File: src/rtl/mem_arb_pkg.sv
// mem_arb_pkg: shared definitions for the unified I/D RAM arbiter.
//   state_t       : arbiter FSM encoding (ST_IDLE, ST_DM, ST_IF)
//   DEF_ADDR_W    : default byte-address width
//   DEF_DATA_W    : default word width
//   word_aligned(): true when the two address LSBs are zero
package mem_arb_pkg;

  localparam int DEF_ADDR_W = 32;
  localparam int DEF_DATA_W = 32;

  typedef enum logic [1:0] {
    ST_IDLE = 2'd0,
    ST_DM   = 2'd1,
    ST_IF   = 2'd2
  } state_t;

  function automatic logic word_aligned(input logic [1:0] lsb);
    return (lsb == 2'b00);
  endfunction

endpackage

File: src/rtl/mem_arb_fbuf.sv
// mem_arb_fbuf: one-entry fetch buffer (valid, word tag, data).
// Only instantiated when MEM_ARB_FETCH_BUF_EN is defined.
// Ports:
//   clk, rst_n        clock, async active-low reset (clears valid)
//   fill              write fill_tag/fill_data and set valid
//   fill_tag/data     word address and instruction of a completed fetch
//   inv               store grant; clears valid when inv_tag matches
//   inv_tag           word address of the granted store
//   lookup_tag        word address of the pending fetch
//   hit, hit_data     lookup result (combinational)
module mem_arb_fbuf #(
  parameter int ADDR_W = 32,
  parameter int DATA_W = 32
) (
  input  logic              clk,
  input  logic              rst_n,
  input  logic              fill,
  input  logic [ADDR_W-3:0] fill_tag,
  input  logic [DATA_W-1:0] fill_data,
  input  logic              inv,
  input  logic [ADDR_W-3:0] inv_tag,
  input  logic [ADDR_W-3:0] lookup_tag,
  output logic              hit,
  output logic [DATA_W-1:0] hit_data
);

  logic              valid;
  logic [ADDR_W-3:0] tag;
  logic [DATA_W-1:0] data;

  // fill and inv never coincide: fills happen in IF_ACC, stores are granted in IDLE
  always_ff @(posedge clk or negedge rst_n) begin
    if (!rst_n) begin
      valid <= 1'b0;
      tag   <= '0;
      data  <= '0;
    end else if (fill) begin
      valid <= 1'b1;
      tag   <= fill_tag;
      data  <= fill_data;
    end else if (inv && (inv_tag == tag)) begin
      valid <= 1'b0;
    end
  end

  assign hit      = valid && (tag == lookup_tag);
  assign hit_data = data;

endmodule

File: src/rtl/mem_arb.sv
// mem_arb: arbiter/sequencer for the single-ported unified I/D RAM.
// Grants IF (fetch) and MEM (load/store) requests one at a time, data first,
// and drives the RAM through a registered req/ack handshake.
// Optional feature: define MEM_ARB_FETCH_BUF_EN to add a one-entry fetch buffer.
// Ports:
//   clk, rst_n                      clock, async active-low reset
//   if_req/if_addr                  fetch request and PC
//   if_rdata/if_ready               fetched word, one-cycle completion pulse
//   dm_req/dm_we/dm_addr/dm_wdata   data request (load/store)
//   dm_rdata/dm_ready/dm_err        load data, completion pulse, misaligned flag
//   mem_req/mem_we/mem_addr/mem_wdata  registered RAM request
//   mem_rdata/mem_ack               RAM read data and one-cycle completion
//   stall_if_req/stall_mem_req      per-stage stall requests to the hazard unit
module mem_arb
  import mem_arb_pkg::*;
#(
  parameter int ADDR_W = DEF_ADDR_W,
  parameter int DATA_W = DEF_DATA_W
) (
  input  logic              clk,
  input  logic              rst_n,
  input  logic              if_req,
  input  logic [ADDR_W-1:0] if_addr,
  output logic [DATA_W-1:0] if_rdata,
  output logic              if_ready,
  input  logic              dm_req,
  input  logic              dm_we,
  input  logic [ADDR_W-1:0] dm_addr,
  input  logic [DATA_W-1:0] dm_wdata,
  output logic [DATA_W-1:0] dm_rdata,
  output logic              dm_ready,
  output logic              dm_err,
  output logic              mem_req,
  output logic              mem_we,
  output logic [ADDR_W-1:0] mem_addr,
  output logic [DATA_W-1:0] mem_wdata,
  input  logic [DATA_W-1:0] mem_rdata,
  input  logic              mem_ack,
  output logic              stall_if_req,
  output logic              stall_mem_req
);

  localparam logic [ADDR_W-1:0] WORD_MASK = {{(ADDR_W-2){1'b1}}, 2'b00};

  state_t            state;
  logic              discard;
  logic              fetch_moved;
  logic              fb_hit;
  logic [DATA_W-1:0] fb_data;

  // A requester keeps its request up during its ready cycle; masking with
  // ready keeps that stale request from being granted a second time.
  assign stall_if_req  = if_req & ~if_ready;
  assign stall_mem_req = dm_req & ~dm_ready;

  // Fetch was flushed or redirected while its RAM access is outstanding.
  assign fetch_moved = ~if_req | ((if_addr & WORD_MASK) != mem_addr);

`ifdef MEM_ARB_FETCH_BUF_EN
  logic fb_fill;
  logic fb_inv;

  assign fb_fill = (state == ST_IF) & mem_ack & ~discard & ~fetch_moved;
  assign fb_inv  = (state == ST_IDLE) & stall_mem_req & dm_we &
                   word_aligned(dm_addr[1:0]);

  mem_arb_fbuf #(
    .ADDR_W (ADDR_W),
    .DATA_W (DATA_W)
  ) u_fbuf (
    .clk        (clk),
    .rst_n      (rst_n),
    .fill       (fb_fill),
    .fill_tag   (mem_addr[ADDR_W-1:2]),
    .fill_data  (mem_rdata),
    .inv        (fb_inv),
    .inv_tag    (dm_addr[ADDR_W-1:2]),
    .lookup_tag (if_addr[ADDR_W-1:2]),
    .hit        (fb_hit),
    .hit_data   (fb_data)
  );
`else
  assign fb_hit  = 1'b0;
  assign fb_data = '0;
`endif

  always_ff @(posedge clk or negedge rst_n) begin
    if (!rst_n) begin
      state     <= ST_IDLE;
      mem_req   <= 1'b0;
      mem_we    <= 1'b0;
      mem_addr  <= '0;
      mem_wdata <= '0;
      if_ready  <= 1'b0;
      dm_ready  <= 1'b0;
      dm_err    <= 1'b0;
      if_rdata  <= '0;
      dm_rdata  <= '0;
      discard   <= 1'b0;
    end else begin
      if_ready <= 1'b0;
      dm_ready <= 1'b0;
      dm_err   <= 1'b0;
      case (state)
        ST_IDLE: begin
          if (stall_mem_req) begin
            if (!word_aligned(dm_addr[1:0])) begin
              // misaligned: answer with an error, never touch the RAM
              dm_ready <= 1'b1;
              dm_err   <= 1'b1;
            end else begin
              mem_req   <= 1'b1;
              mem_we    <= dm_we;
              mem_addr  <= dm_addr;
              mem_wdata <= dm_wdata;
              state     <= ST_DM;
            end
          end else if (stall_if_req) begin
            if (fb_hit) begin
              if_ready <= 1'b1;
              if_rdata <= fb_data;
            end else begin
              mem_req  <= 1'b1;
              mem_we   <= 1'b0;
              mem_addr <= if_addr & WORD_MASK;
              state    <= ST_IF;
            end
          end
        end
        ST_DM: begin
          if (mem_ack) begin
            mem_req  <= 1'b0;
            dm_rdata <= mem_rdata;
            dm_ready <= 1'b1;
            state    <= ST_IDLE;
          end
        end
        ST_IF: begin
          if (fetch_moved) discard <= 1'b1;
          if (mem_ack) begin
            // the RAM access always runs to completion; a flushed fetch
            // just swallows its data
            mem_req <= 1'b0;
            state   <= ST_IDLE;
            discard <= 1'b0;
            if (!discard && !fetch_moved) begin
              if_rdata <= mem_rdata;
              if_ready <= 1'b1;
            end
          end
        end
        default: state <= ST_IDLE;
      endcase
    end
  end

endmodule

File: config.mk
export PLATFORM = sky130hd
export DESIGN_NAME = mem_arb
export DESIGN_NICKNAME = d
export VERILOG_FILES = /design/src/rtl/mem_arb_pkg.sv /design/src/rtl/mem_arb_fbuf.sv /design/src/rtl/mem_arb.sv
export SDC_FILE = /design/constraint.sdc
export NUM_CORES = 1
export LEC_CHECK = 0
export ABC_CLOCK_PERIOD_IN_PS = 2200
export BUFFER_PORTS_ARGS = -buffer_cell sky130_fd_sc_hd__buf_2
export CORE_MARGIN = 2
export CORE_UTILIZATION = 42
export CTS_CLUSTER_DIAMETER = 200
export CTS_CLUSTER_SIZE = 12
export DETAILED_ROUTE_END_ITERATION = 7
export PLACE_DENSITY_LB_ADDON = 0.12
export SYNTH_ARGS = -nofsm -noshare
export SYNTH_HDL_FRONTEND = slang
export SYNTH_HIERARCHICAL = 1
export SYNTH_SLANG_ARGS = --single-unit
File: constraint.sdc
create_clock -name clk -period 2.2 [get_ports clk]
set_input_delay 0.11 -clock clk [delete_from_list [all_inputs] [get_ports clk]]
set_output_delay 0.11 -clock clk [all_outputs]
set_load 0.02 [all_outputs]
==> impl_metrics.prom, run 1 <==
# TYPE chip_impl_metric gauge
chip_impl_metric{name="worstRegToRegCells",unit=""} 7
chip_impl_metric{name="route.vias.total",unit=""} 4769
chip_impl_metric{name="dieArea",unit="sq um"} 14600
chip_impl_metric{name="synthesis.area",unit="sq um"} 5730
chip_impl_metric{name="power_density",unit="nW/um^2"} 1240
chip_impl_metric{name="routedWlPerCell",unit="microns"} 16.8
chip_impl_metric{name="routabilityCongestion",unit=""} 0.792
chip_impl_info{name="root_buffer",value="clkbuf_16"} 1
chip_impl_metric{name="port_buffers",unit=""} 266
chip_impl_metric{name="cts-root-to-sink-buffers",unit=""} 2
chip_impl_metric{name="met3_wire_length",unit="microns"} 1150
chip_impl_metric{name="count_of_endpoints_failing_setup_in_the_final_report",unit=""} 1
chip_impl_metric{name="h-tree-depth",unit=""} 4
chip_impl_metric{name="period_needed",unit="ns"} 2.20
chip_impl_metric{name="overall_global_routing_usage",unit="%"} 22.2
chip_impl_metric{name="transition_time_at_the_pin_with_the_least_slew_margin",unit="ns"} 0.503
chip_impl_metric{name="max_cap_violations",unit=""} 0
chip_impl_metric{name="multi_input_comb_area",unit="sq um"} 2300
chip_impl_metric{name="power.ir.vdd_worst",unit="V"} 0.000737
chip_impl_metric{name="fin_worst_skew",unit="ns"} 0.00788
chip_impl_metric{name="post_route_wl",unit="microns"} 16600
chip_impl_metric{name="static_leakage",unit="nW"} 4.68
chip_impl_info{name="grt_setup_unrepaired",value="true"} 1
chip_impl_info{name="critPathLaunchType",value="flip-flop"} 1
chip_impl_metric{name="synth.top_cell.area_share",unit="%"} 59.4
chip_impl_metric{name="grt_pass1_vias",unit=""} 5094
chip_impl_metric{name="firstDrtPassIters",unit=""} 4
chip_impl_metric{name="first_iter_violations",unit=""} 197
chip_impl_info{name="violations",value="setup timing"} 1
chip_impl_info{name="criticalPathCategory",value="flip-flop to flip-flop"} 1
chip_impl_info{name="synth.largest_area_cell",value="dfrtp_1"} 1
chip_impl_metric{name="boundaryPins",unit=""} 269
chip_impl_metric{name="reg2reg_slack",unit="ns"} -0.002
chip_impl_metric{name="timing.hold.worst_path_depth",unit=""} 3
chip_impl_metric{name="clock_latency_late_sink",unit="ns"} 0.42
chip_impl_metric{name="post-place-ws",unit="ns"} -0.151
chip_impl_metric{name="holdWs",unit="ns"} 0.0160
chip_impl_metric{name="drt-vias-per-instance",unit=""} 4.83
chip_impl_metric{name="synthesized_netlist_cell_count",unit=""} 424
chip_impl_metric{name="grt_start_max_net_pins",unit=""} 55
chip_impl_metric{name="global_route_wire_length_before_repair",unit="microns"} 25000
chip_impl_info{name="critPathCaptureType",value="flip-flop"} 1
chip_impl_metric{name="hold_violations",unit=""} 0
chip_impl_metric{name="met2WireLength",unit="microns"} 8760
chip_impl_info{name="cts_tree",value="yes"} 1
chip_impl_metric{name="layout.area.seq",unit="sq um"} 3400
chip_impl_metric{name="std_cell_rows",unit=""} 42
chip_impl_metric{name="post_route_cells_drive_above_1_share",unit="%"} 50.9
chip_impl_info{name="top_layer_used",value="met4"} 1
chip_impl_metric{name="syn_avg_cell_area",unit="sq um"} 13.5
chip_impl_info{name="timing.hold.worst.start",value="dm_addr[4]"} 1
chip_impl_metric{name="worst_setup_hold_path_clk_slew",unit="ns"} 0.06
chip_impl_info{name="synth.top_cells.by_area",value="dfrtp_1, mux2_2, mux2i_1, xor2_1, o21ai_0"} 1
chip_impl_metric{name="area.growth.synth_to_final",unit="%"} 58.0
chip_impl_metric{name="tritoncts.num_buffers",unit=""} 17
chip_impl_metric{name="yosysUniqueCellTypes",unit=""} 26
chip_impl_metric{name="synth.yosys.warnings",unit=""} 6
chip_impl_metric{name="wl_met1",unit="microns"} 6310
chip_impl_metric{name="synth.ff_latch_count",unit=""} 136
chip_impl_metric{name="fmax",unit="MHz"} 454
chip_impl_metric{name="dieHeight",unit="microns"} 121
chip_impl_metric{name="crit_path_max_fanout",unit=""} 8
chip_impl_metric{name="dieWidth",unit="microns"} 121
chip_impl_metric{name="grt_antenna_before_repair",unit=""} 0
chip_impl_metric{name="final_nets",unit=""} 936
chip_impl_info{name="holdCritPathClass",value="input port to flip-flop"} 1
chip_impl_metric{name="final.fill_count",unit=""} 955
chip_impl_info{name="status",value="finished with violations"} 1
chip_impl_metric{name="antenna-diode-count",unit=""} 0
chip_impl_metric{name="worst-endpoint-required",unit="ns"} 2.49
chip_impl_metric{name="detailed_place_hpwl",unit="microns"} 10500
chip_impl_info{name="worst_r2r_endpoint",value="if_rdata[4]"} 1
chip_impl_metric{name="min_period_over_period",unit="%"} 100
chip_impl_metric{name="worst_ep_arrival_time",unit="ns"} 2.50
chip_impl_info{name="hold_end",value="mem_addr[4]"} 1
chip_impl_metric{name="timing.final.ws_setup",unit="ns"} -0.00198
chip_impl_metric{name="start_util",unit="%"} 43.1
chip_impl_metric{name="utilization",unit="%"} 68.1
chip_impl_metric{name="timing.slew.headroom",unit="%"} 66.5
chip_impl_metric{name="synthesis.nets",unit=""} 561
chip_impl_metric{name="total_power",unit="W"} 0.0112
chip_impl_metric{name="report.final.slew_viol_count",unit=""} 0
chip_impl_metric{name="detail-route-antenna-nets",unit=""} 0
chip_impl_metric{name="clock_sinks",unit=""} 136
chip_impl_metric{name="placeableCoreArea",unit="sq um"} 13300
chip_impl_metric{name="sequential_area_share_after_synthesis",unit="%"} 59.4
chip_impl_info{name="regToRegStartpoint",value="mem_addr[28]"} 1
chip_impl_metric{name="route.detailed.drc",unit=""} 0
chip_impl_metric{name="grt_overflow",unit=""} 0
[Yosys cell counts]
library cell    n
nor2_1          4
nor4_1          7
o31ai_1         1
clkbuf_1        8
and2_1          2
inv_2           1
nand3_1         1
buf_1           8
nand2_1        42
nand2b_1        2
buf_6           3
o21ai_0        34
mux2_1          3
nand4_1         2
nor3_1          2
ha_1            3
nor4_4          1
xor2_1         29
mux2i_1        32
a22o_1          3
inv_1           3
dfrtp_1       136
mux2_2         93
nor4b_1         1
xnor2_1         1
nor2b_1         2
[kinds of logic after synthesis]
| logic type | after synthesis | synth area share (%) |
|---|---|---|
| buf+inv | 23 | 1.90 |
| simple gates | 66 | 5.44 |
| compound gates | 38 | 3.56 |
| flops | 136 | 59.4 |
| fa+ha+maj | 3 | 0.655 |
| xor+xnor | 30 | 4.59 |
| mux | 128 | 24.5 |
[cells in the final DEF (no fill, tap or decap), types with 3 or more instances in the layout]
cell type	Yosys	layout
clkbuf_16	0	19
nor4_1	7	5
dfrtp_1	136	136
nand2_1	42	42
o21ai_0	34	34
xor2_1	29	29
ha_1	3	3
buf_2	0	265
dlygate4sd3_1	0	92
mux2_4	0	19
clkinv_2	0	4
inv_1	3	3
mux2i_1	32	32
a22o_1	3	3
buf_4	0	6
nor2_1	4	4
mux2_2	93	75
buf_12	0	7
clkbuf_8	0	3
[state kept, by name, indices dropped and copies added, names as in the netlist]
name       flops
discard        1
mem_addr      32
mem_wdata     32
dm_err         1
if_rdata      32
mem_we         1
dm_ready       1
state          2
if_ready       1
dm_rdata      32
mem_req        1
[per-layer routing]
metal,vias up,global-route usage [%]
li1,2234,-
met1,2333,23.5
met2,175,40.6
met3,27,7.31
met4,0,8.58
met5,-,0
[critical path: stages, from the launching register on]
cell and delay [ns]:
dfrtp_1 0.41, xor2_1 0.15, nor4_1 0.31, nand4_1 0.21
nor4_4 0.33, buf_6 0.19, buf_8 0.16, mux2_1 0.33
[worst max-delay path by stage]
stage,start,endpoint,depth (start not counted)
after floorplan,mem_addr[29],if_rdata[0],6
after global placement,mem_addr[17],if_rdata[11],6
after detailed placement,mem_addr[17],if_rdata[11],6
after CTS,mem_addr[17],if_rdata[23],7
after global routing,mem_addr[28],if_rdata[31],7
final,mem_addr[28],if_rdata[4],7
[timing repair]
item                       CTS  global route
setup buffers                1             3
pin swaps                    1             3
resized for setup            1            23
hold buffers                92             0
hold endpoints to repair   153             0
cloned                       0             3
setup endpoints to repair   32            36
[layout make-up]
type	instances	share of cell area [%]
tap	176	2.43
clock inverter	11	1.34
sequential	136	37.6
timing repair buffer	375	27.8
clock buffer	21	5.20
multi-input combinational	265	25.4
inverter	4	0.166
[power by group]
part,total (W),switching (W),internal (W)
clock network,0.00282,0.00106,0.00176
logic,0.00439,0.00254,0.00184
registers,0.00400,0.000571,0.00343
[metrics by stage]
stage / std cells / cell area [sq um] / TNS (ns)
2_1_floorplan: 424 / 5730 / 0
3_3_place_gp: 857 / 7350 / -3.32
3_5_place_dp: 857 / 7350 / -4.57
4_1_cts: 982 / 8880 / -1.04
5_1_grt: 988 / 9050 / -2.11
6_report: 988 / 9050 / -0.00198
(Power assumes the default switching activity.)
==> run 2: changes to the inputs <==
Settings changed: ABC_CLOCK_PERIOD_IN_PS 2200 to 2000.
Clock period 2.2 ns to 2 ns, I/O delays scaled along.
==> run 2 against run 1 <==
The run still ends with setup timing left. Sequential power up 9.7%. Worst setup slack worse by 0.15 ns. Combinational power up 16%. Final cell count up 2.2%. Count of clock-buffer cells in the layout up 3. Global-route usage up 0.97 points. Via count up 1.7%. Worst hold slack worse by 0.0045 ns. Sequential share of layout area down 0.65 points. Die area unchanged. Flip-flop and latch count unchanged. Largest power group unchanged.
==> impl_metrics.prom, run 2 (synthesized netlist as in run 1, its figures left out) <==
# TYPE chip_impl_metric gauge
chip_impl_info{name="status",value="finished with violations"} 1
chip_impl_info{name="violations",value="setup timing"} 1
chip_impl_metric{name="detail-route-antenna-nets",unit=""} 0
chip_impl_metric{name="post_route_wl",unit="microns"} 16500
chip_impl_metric{name="worst_ep_arrival_time",unit="ns"} 2.44
chip_impl_info{name="root_buffer",value="clkbuf_16"} 1
chip_impl_metric{name="routedWlPerCell",unit="microns"} 16.3
chip_impl_metric{name="route.detailed.drc",unit=""} 0
chip_impl_metric{name="h-tree-depth",unit=""} 4
chip_impl_metric{name="boundaryPins",unit=""} 269
chip_impl_info{name="criticalPathCategory",value="flip-flop to flip-flop"} 1
chip_impl_metric{name="dieWidth",unit="microns"} 121
chip_impl_metric{name="start_util",unit="%"} 43.1
chip_impl_metric{name="worst-endpoint-required",unit="ns"} 2.29
chip_impl_metric{name="fmax",unit="MHz"} 464
chip_impl_metric{name="grt_pass1_vias",unit=""} 5332
chip_impl_metric{name="firstDrtPassIters",unit=""} 4
chip_impl_metric{name="grt_antenna_before_repair",unit=""} 0
chip_impl_metric{name="route.vias.total",unit=""} 4849
chip_impl_metric{name="routabilityCongestion",unit=""} 0.773
chip_impl_metric{name="global_route_wire_length_before_repair",unit="microns"} 26200
chip_impl_metric{name="final_nets",unit=""} 958
chip_impl_metric{name="min_period_over_period",unit="%"} 108
chip_impl_metric{name="cts-root-to-sink-buffers",unit=""} 2
chip_impl_info{name="holdCritPathClass",value="input port to flip-flop"} 1
chip_impl_metric{name="final.fill_count",unit=""} 959
chip_impl_metric{name="grt_overflow",unit=""} 0
chip_impl_metric{name="dieHeight",unit="microns"} 121
chip_impl_metric{name="port_buffers",unit=""} 266
chip_impl_info{name="final_common_cell",value="buf_2"} 1
chip_impl_info{name="final_cell_mix",value="buf_2, dfrtp_1, dlygate4sd3_1, mux2_2, nand2_1"} 1
chip_impl_metric{name="timing.final.ws_setup",unit="ns"} -0.156
chip_impl_metric{name="placeableCoreArea",unit="sq um"} 13300
chip_impl_info{name="critPathCaptureType",value="flip-flop"} 1
chip_impl_metric{name="timing.slew.headroom",unit="%"} 69.4
chip_impl_metric{name="grt_start_max_net_pins",unit=""} 68
chip_impl_metric{name="first_iter_violations",unit=""} 182
chip_impl_info{name="cts_tree",value="yes"} 1
chip_impl_metric{name="final_design_area_no_fill",unit="sq um"} 9240
chip_impl_metric{name="worstRegToRegCells",unit=""} 7
chip_impl_metric{name="drt-vias-per-instance",unit=""} 4.80
chip_impl_metric{name="fin_worst_skew",unit="ns"} 0.00599
chip_impl_info{name="grt_setup_unrepaired",value="true"} 1
chip_impl_metric{name="power.ir.vdd_worst",unit="V"} 0.000965
chip_impl_metric{name="post_route_cells_drive_above_1_share",unit="%"} 53.7
chip_impl_metric{name="dieArea",unit="sq um"} 14600
chip_impl_metric{name="antenna-diode-count",unit=""} 0
chip_impl_metric{name="detailed_place_hpwl",unit="microns"} 10700
chip_impl_metric{name="count_of_endpoints_failing_setup_in_the_final_report",unit=""} 32
chip_impl_metric{name="dpl-instance-area",unit="sq um"} 7480
chip_impl_info{name="critPathLaunchType",value="flip-flop"} 1
chip_impl_metric{name="overall_global_routing_usage",unit="%"} 23.2
chip_impl_metric{name="worst_setup_hold_path_clk_slew",unit="ns"} 0.06
chip_impl_metric{name="clock_sinks",unit=""} 136
chip_impl_metric{name="clock_latency_late_sink",unit="ns"} 0.41
chip_impl_metric{name="tritoncts.num_buffers",unit=""} 17
chip_impl_metric{name="holdWs",unit="ns"} 0.0115
chip_impl_metric{name="hold_violations",unit=""} 0
chip_impl_metric{name="crit_path_max_fanout",unit=""} 8
chip_impl_metric{name="power_density",unit="nW/um^2"} 1350
chip_impl_metric{name="transition_time_at_the_pin_with_the_least_slew_margin",unit="ns"} 0.458
chip_impl_metric{name="area.growth.synth_to_final",unit="%"} 61.3
chip_impl_metric{name="report.final.slew_viol_count",unit=""} 0
chip_impl_metric{name="max_cap_violations",unit=""} 0
chip_impl_metric{name="std_cell_rows",unit=""} 42
chip_impl_metric{name="period_needed",unit="ns"} 2.16
chip_impl_metric{name="static_leakage",unit="nW"} 4.78
chip_impl_metric{name="timing.hold.worst_path_depth",unit=""} 3
run 2: changes by cell type in the layout (fill, tap and decap cells not counted), sizes merged:
cell,delta
buf,+24
bufinv,-1
inv,-1
clkinv,-1
clkbuf,+1
run 2: layout make-up:
cell class	instances	area, sq um	share of cell area [%]
clock buffer	24	492	5.32
clock inverter	8	70.1	0.758
inverter	4	15.0	0.162
multi-input combinational	265	2370	25.6
sequential	136	3410	36.9
tap	176	220	2.38
timing repair buffer	397	2660	28.8
run 2: through the flow:
stage | worst slack (ns) | instances | setup TNS [ns] | utilization (%) | power [W]
after global placement | -0.250 | 875 | -7.86 | 56.2 | 0.00912
after global routing | -0.259 | 1010 | -7.82 | 69.5 | 0.0131
after floorplan | -0.138 | 424 | -4.10 | - | 0.00728
after CTS | -0.204 | 1010 | -5.85 | 69.3 | 0.0125
final | -0.156 | 1010 | -4.69 | 69.5 | 0.0124
after detailed placement | -0.316 | 875 | -9.69 | 56.2 | 0.00925
run 2: final timing paths:
path	from	end	slack, ns
worst max-delay path	mem_addr[31]	if_rdata[6]	-0.16
worst min-delay path	if_addr[21]	mem_addr[21]	0.01
worst max register to register	mem_addr[31]	if_rdata[6]	-0.16
worst min register to register	mem_we	mem_we	0.49
max in group asynchronous	rst_n	if_rdata[0]	1.07
min in group asynchronous	rst_n	dm_rdata[1]	0.19
run 2: power breakdown:
| group | switching [W] | internal (W) | leakage, nW |
|---|---|---|---|
| Sequential | 0.000608 | 0.00378 | 1.71 |
| Clock | 0.00111 | 0.00183 | 0.276 |
| Combinational | 0.00289 | 0.00222 | 2.80 |
| Total | 0.00461 | 0.00783 | 4.78 |
run 2: per-layer routing:
metal / vias up / GRT usage, % / share of wire (%)
met3: 38 / 6.56 / 6.5
li1: 2272 / - / -
met2: 198 / 39.1 / 49
met4: 0 / 10.5 / 3.1
met5: - / 0 / 0
met1: 2341 / 27.5 / 41
run 2: worst max-delay path, stage by stage, from the launching register on:
cell	delay [ns]
dfrtp_1	0.39
xor2_1	0.20
nor4_4	0.38
nand2_4	0.09
nor4_4	0.31
buf_6	0.18
buf_16	0.14
mux2_2	0.34
run 2: timing repair:
| action | CTS | global route |
|---|---|---|
| pin swaps | 6 | 6 |
| endpoints found under the setup margin | 32 | 32 |
| setup buffers | 8 | 2 |
| gates cloned | 3 | 0 |
| hold buffers | 92 | 0 |
| endpoints found under the hold margin | 164 | 0 |
| resized for setup | 28 | 14 |
==> run 3: changes to the inputs <==
Settings changed: ABC_CLOCK_PERIOD_IN_PS 2000 to 2100, CORE_UTILIZATION 42 to 47.
Clock period 2 ns to 2.1 ns, I/O delays scaled along.
==> run 3 against run 2 <==
The flow still finishes with violations (setup timing). Final area fell by 0.23%. Maximum frequency up 1.3%. Flip-flop and latch count unchanged. Core utilization is 7.6 points higher. Power fell by 3.4%. Largest cell class unchanged. Highest routed layer unchanged.
==> impl_metrics.prom, run 3 (synthesized netlist as in run 1, its figures left out) <==
# TYPE chip_impl_metric gauge
chip_impl_metric{name="post_route_cells_drive_above_1_share",unit="%"} 52.1
chip_impl_metric{name="critical_path.max_stage_delay",unit="ns"} 0.39
chip_impl_metric{name="worstRegToRegCells",unit=""} 7
chip_impl_metric{name="post-place-ws",unit="ns"} -0.221
chip_impl_metric{name="detailed_place_hpwl",unit="microns"} 10700
chip_impl_info{name="status",value="finished with violations"} 1
chip_impl_metric{name="start_util",unit="%"} 47.9
chip_impl_metric{name="report.final.slew_viol_count",unit=""} 0
chip_impl_info{name="hold_end",value="mem_addr[4]"} 1
chip_impl_metric{name="final_nets",unit=""} 952
chip_impl_metric{name="overall_global_routing_usage",unit="%"} 26.2
chip_impl_metric{name="count_of_endpoints_failing_setup_in_the_final_report",unit=""} 27
chip_impl_metric{name="reg2reg_slack",unit="ns"} -0.03
chip_impl_metric{name="grt_antenna_before_repair",unit=""} 0
chip_impl_metric{name="global_route_wire_length_before_repair",unit="microns"} 26400
chip_impl_metric{name="fin_worst_skew",unit="ns"} 0.00789
chip_impl_info{name="critPathCaptureType",value="flip-flop"} 1
chip_impl_metric{name="timing.slew.headroom",unit="%"} 75.7
chip_impl_metric{name="timing.hold.worst_path_depth",unit=""} 3
chip_impl_info{name="holdCritPathClass",value="input port to flip-flop"} 1
chip_impl_info{name="crit_path_cell_trace",value="xor2_1 > nor4_1 > nand2_1 > nor4_4 > buf_4 > buf_12 > mux2_4"} 1
chip_impl_metric{name="dieHeight",unit="microns"} 114
chip_impl_metric{name="power_density",unit="nW/um^2"} 1300
chip_impl_metric{name="route.detailed.drc",unit=""} 0
chip_impl_info{name="critPathLaunchType",value="flip-flop"} 1
chip_impl_metric{name="area.growth.synth_to_final",unit="%"} 60.9
chip_impl_metric{name="grt_overflow",unit=""} 0
chip_impl_metric{name="route.vias.total",unit=""} 4851
chip_impl_metric{name="routabilityCongestion",unit=""} 0.796
chip_impl_info{name="final_common_cell",value="buf_2"} 1
chip_impl_info{name="violations",value="setup timing"} 1
chip_impl_info{name="timing.hold.worst.start",value="if_addr[4]"} 1
chip_impl_metric{name="hold_violations",unit=""} 0
chip_impl_metric{name="post_route_wl",unit="microns"} 16700
chip_impl_metric{name="tritoncts.num_buffers",unit=""} 17
chip_impl_metric{name="cts-root-to-sink-buffers",unit=""} 2
chip_impl_info{name="regToRegStartpoint",value="mem_addr[31]"} 1
chip_impl_metric{name="dieArea",unit="sq um"} 13100
chip_impl_metric{name="std_cell_rows",unit=""} 40
chip_impl_metric{name="worst_setup_hold_path_clk_slew",unit="ns"} 0.06
chip_impl_metric{name="max_cap_violations",unit=""} 0
chip_impl_metric{name="drt-vias-per-instance",unit=""} 4.98
chip_impl_metric{name="firstDrtPassIters",unit=""} 4
chip_impl_info{name="grt_setup_unrepaired",value="true"} 1
chip_impl_metric{name="fmax",unit="MHz"} 470
chip_impl_metric{name="power.ir.vdd_worst",unit="V"} 0.000845
chip_impl_metric{name="detail-route-antenna-nets",unit=""} 0
chip_impl_metric{name="transition_time_at_the_pin_with_the_least_slew_margin",unit="ns"} 0.354
chip_impl_metric{name="worst_ep_arrival_time",unit="ns"} 2.42
chip_impl_metric{name="period_needed",unit="ns"} 2.13
chip_impl_metric{name="total_power",unit="W"} 0.0120
chip_impl_metric{name="worst-endpoint-required",unit="ns"} 2.39
chip_impl_info{name="slowest_stage_cell_cp",value="dfrtp_1"} 1
chip_impl_metric{name="clock_sinks",unit=""} 136
chip_impl_metric{name="crit_path_max_fanout",unit=""} 8
chip_impl_info{name="cts_tree",value="yes"} 1
chip_impl_metric{name="first_iter_violations",unit=""} 235
chip_impl_metric{name="grt_pass1_vias",unit=""} 5357
chip_impl_metric{name="antenna-diode-count",unit=""} 0
chip_impl_metric{name="port_buffers",unit=""} 266
chip_impl_metric{name="h-tree-depth",unit=""} 4
chip_impl_metric{name="static_leakage",unit="nW"} 4.76
chip_impl_metric{name="min_period_over_period",unit="%"} 101
chip_impl_info{name="final_cell_mix",value="buf_2, dfrtp_1, dlygate4sd3_1, mux2_2, nand2_1"} 1
chip_impl_metric{name="placeableCoreArea",unit="sq um"} 12000
chip_impl_metric{name="clock_latency_late_sink",unit="ns"} 0.41
chip_impl_metric{name="boundaryPins",unit=""} 269
chip_impl_metric{name="timing.final.ws_setup",unit="ns"} -0.0294
chip_impl_metric{name="final.fill_count",unit=""} 756
chip_impl_metric{name="grt_start_max_net_pins",unit=""} 54
chip_impl_metric{name="dieWidth",unit="microns"} 114
chip_impl_metric{name="routedWlPerCell",unit="microns"} 17.2
chip_impl_info{name="worst_r2r_endpoint",value="if_rdata[19]"} 1
chip_impl_info{name="criticalPathCategory",value="flip-flop to flip-flop"} 1
chip_impl_info{name="root_buffer",value="clkbuf_16"} 1
run 3: per-layer routing:
| layer | vias up | track usage [%] | share of wire (%) |
|---|---|---|---|
| li1 | 2259 | - | - |
| met1 | 2365 | 28.8 | 38 |
| met2 | 199 | 46.8 | 53 |
| met3 | 28 | 8.73 | 6.9 |
| met4 | 0 | 9.84 | 2.2 |
| met5 | - | 0 | 0 |
run 3: area by class of cell:
type / count / area (sq um) / share of cell area [%]
well taps: 147 / 184 / 2.00
repair buffers: 391 / 2630 / 28.5
clock inverters: 8 / 144 / 1.56
flip-flops and latches: 136 / 3410 / 37.0
multi-input cells: 265 / 2360 / 25.7
inverters: 4 / 17.5 / 0.190
clock buffers: 23 / 468 / 5.08
run 3: report_power, final:
group / switching, W / internal [W] / total, W
clock network: 0.00105 / 0.00204 / 0.00309
registers: 0.000603 / 0.00360 / 0.00421
logic: 0.00272 / 0.00199 / 0.00471
total: 0.00438 / 0.00764 / 0.0120
run 3: repair_timing:
action | in CTS | in global routing
setup buffers | 5 | 5
hold endpoints to repair | 163 | 0
hold buffers | 98 | 0
pin swaps | 5 | 4
gates cloned | 3 | 0
resized for setup | 21 | 20
setup endpoints to repair | 32 | 35
run 3: worst max path at each step:
stage	from	to	slack, ns	cells after the start
2_1_floorplan	mem_addr[25]	if_rdata[0]	-0.04	6
3_5_place_dp	mem_addr[4]	if_rdata[19]	-0.22	6
4_1_cts	mem_addr[25]	if_rdata[19]	-0.15	8
3_3_place_gp	mem_addr[13]	if_rdata[16]	-0.14	6
5_1_grt	mem_addr[6]	if_rdata[17]	-0.14	7
6_report	mem_addr[31]	if_rdata[19]	-0.03	7
run 3: per-stage QoR:
stage	setup TNS, ns	utilization (%)	area (sq um)	cells	hold slack (ns)
after floorplan	-1.10	-	5740	424	-0.191
after CTS	-4.08	76.5	9150	971	0.000233
after global placement	-4.38	61.4	7340	834	0.0418
after global routing	-3.65	77.1	9220	974	0.0188
final	-0.377	77.1	9220	974	0.0195
after detailed placement	-6.70	61.4	7340	834	0.0453
run 3: critical path: cells and delay by family (launching register included):
kind | cells | cell delay [ns]
XOR/XNOR | 1 | 0.17
buffers and inverters | 2 | 0.34
flip-flops | 1 | 0.39
multiplexers | 1 | 0.30
AND/OR/NAND/NOR | 3 | 0.81
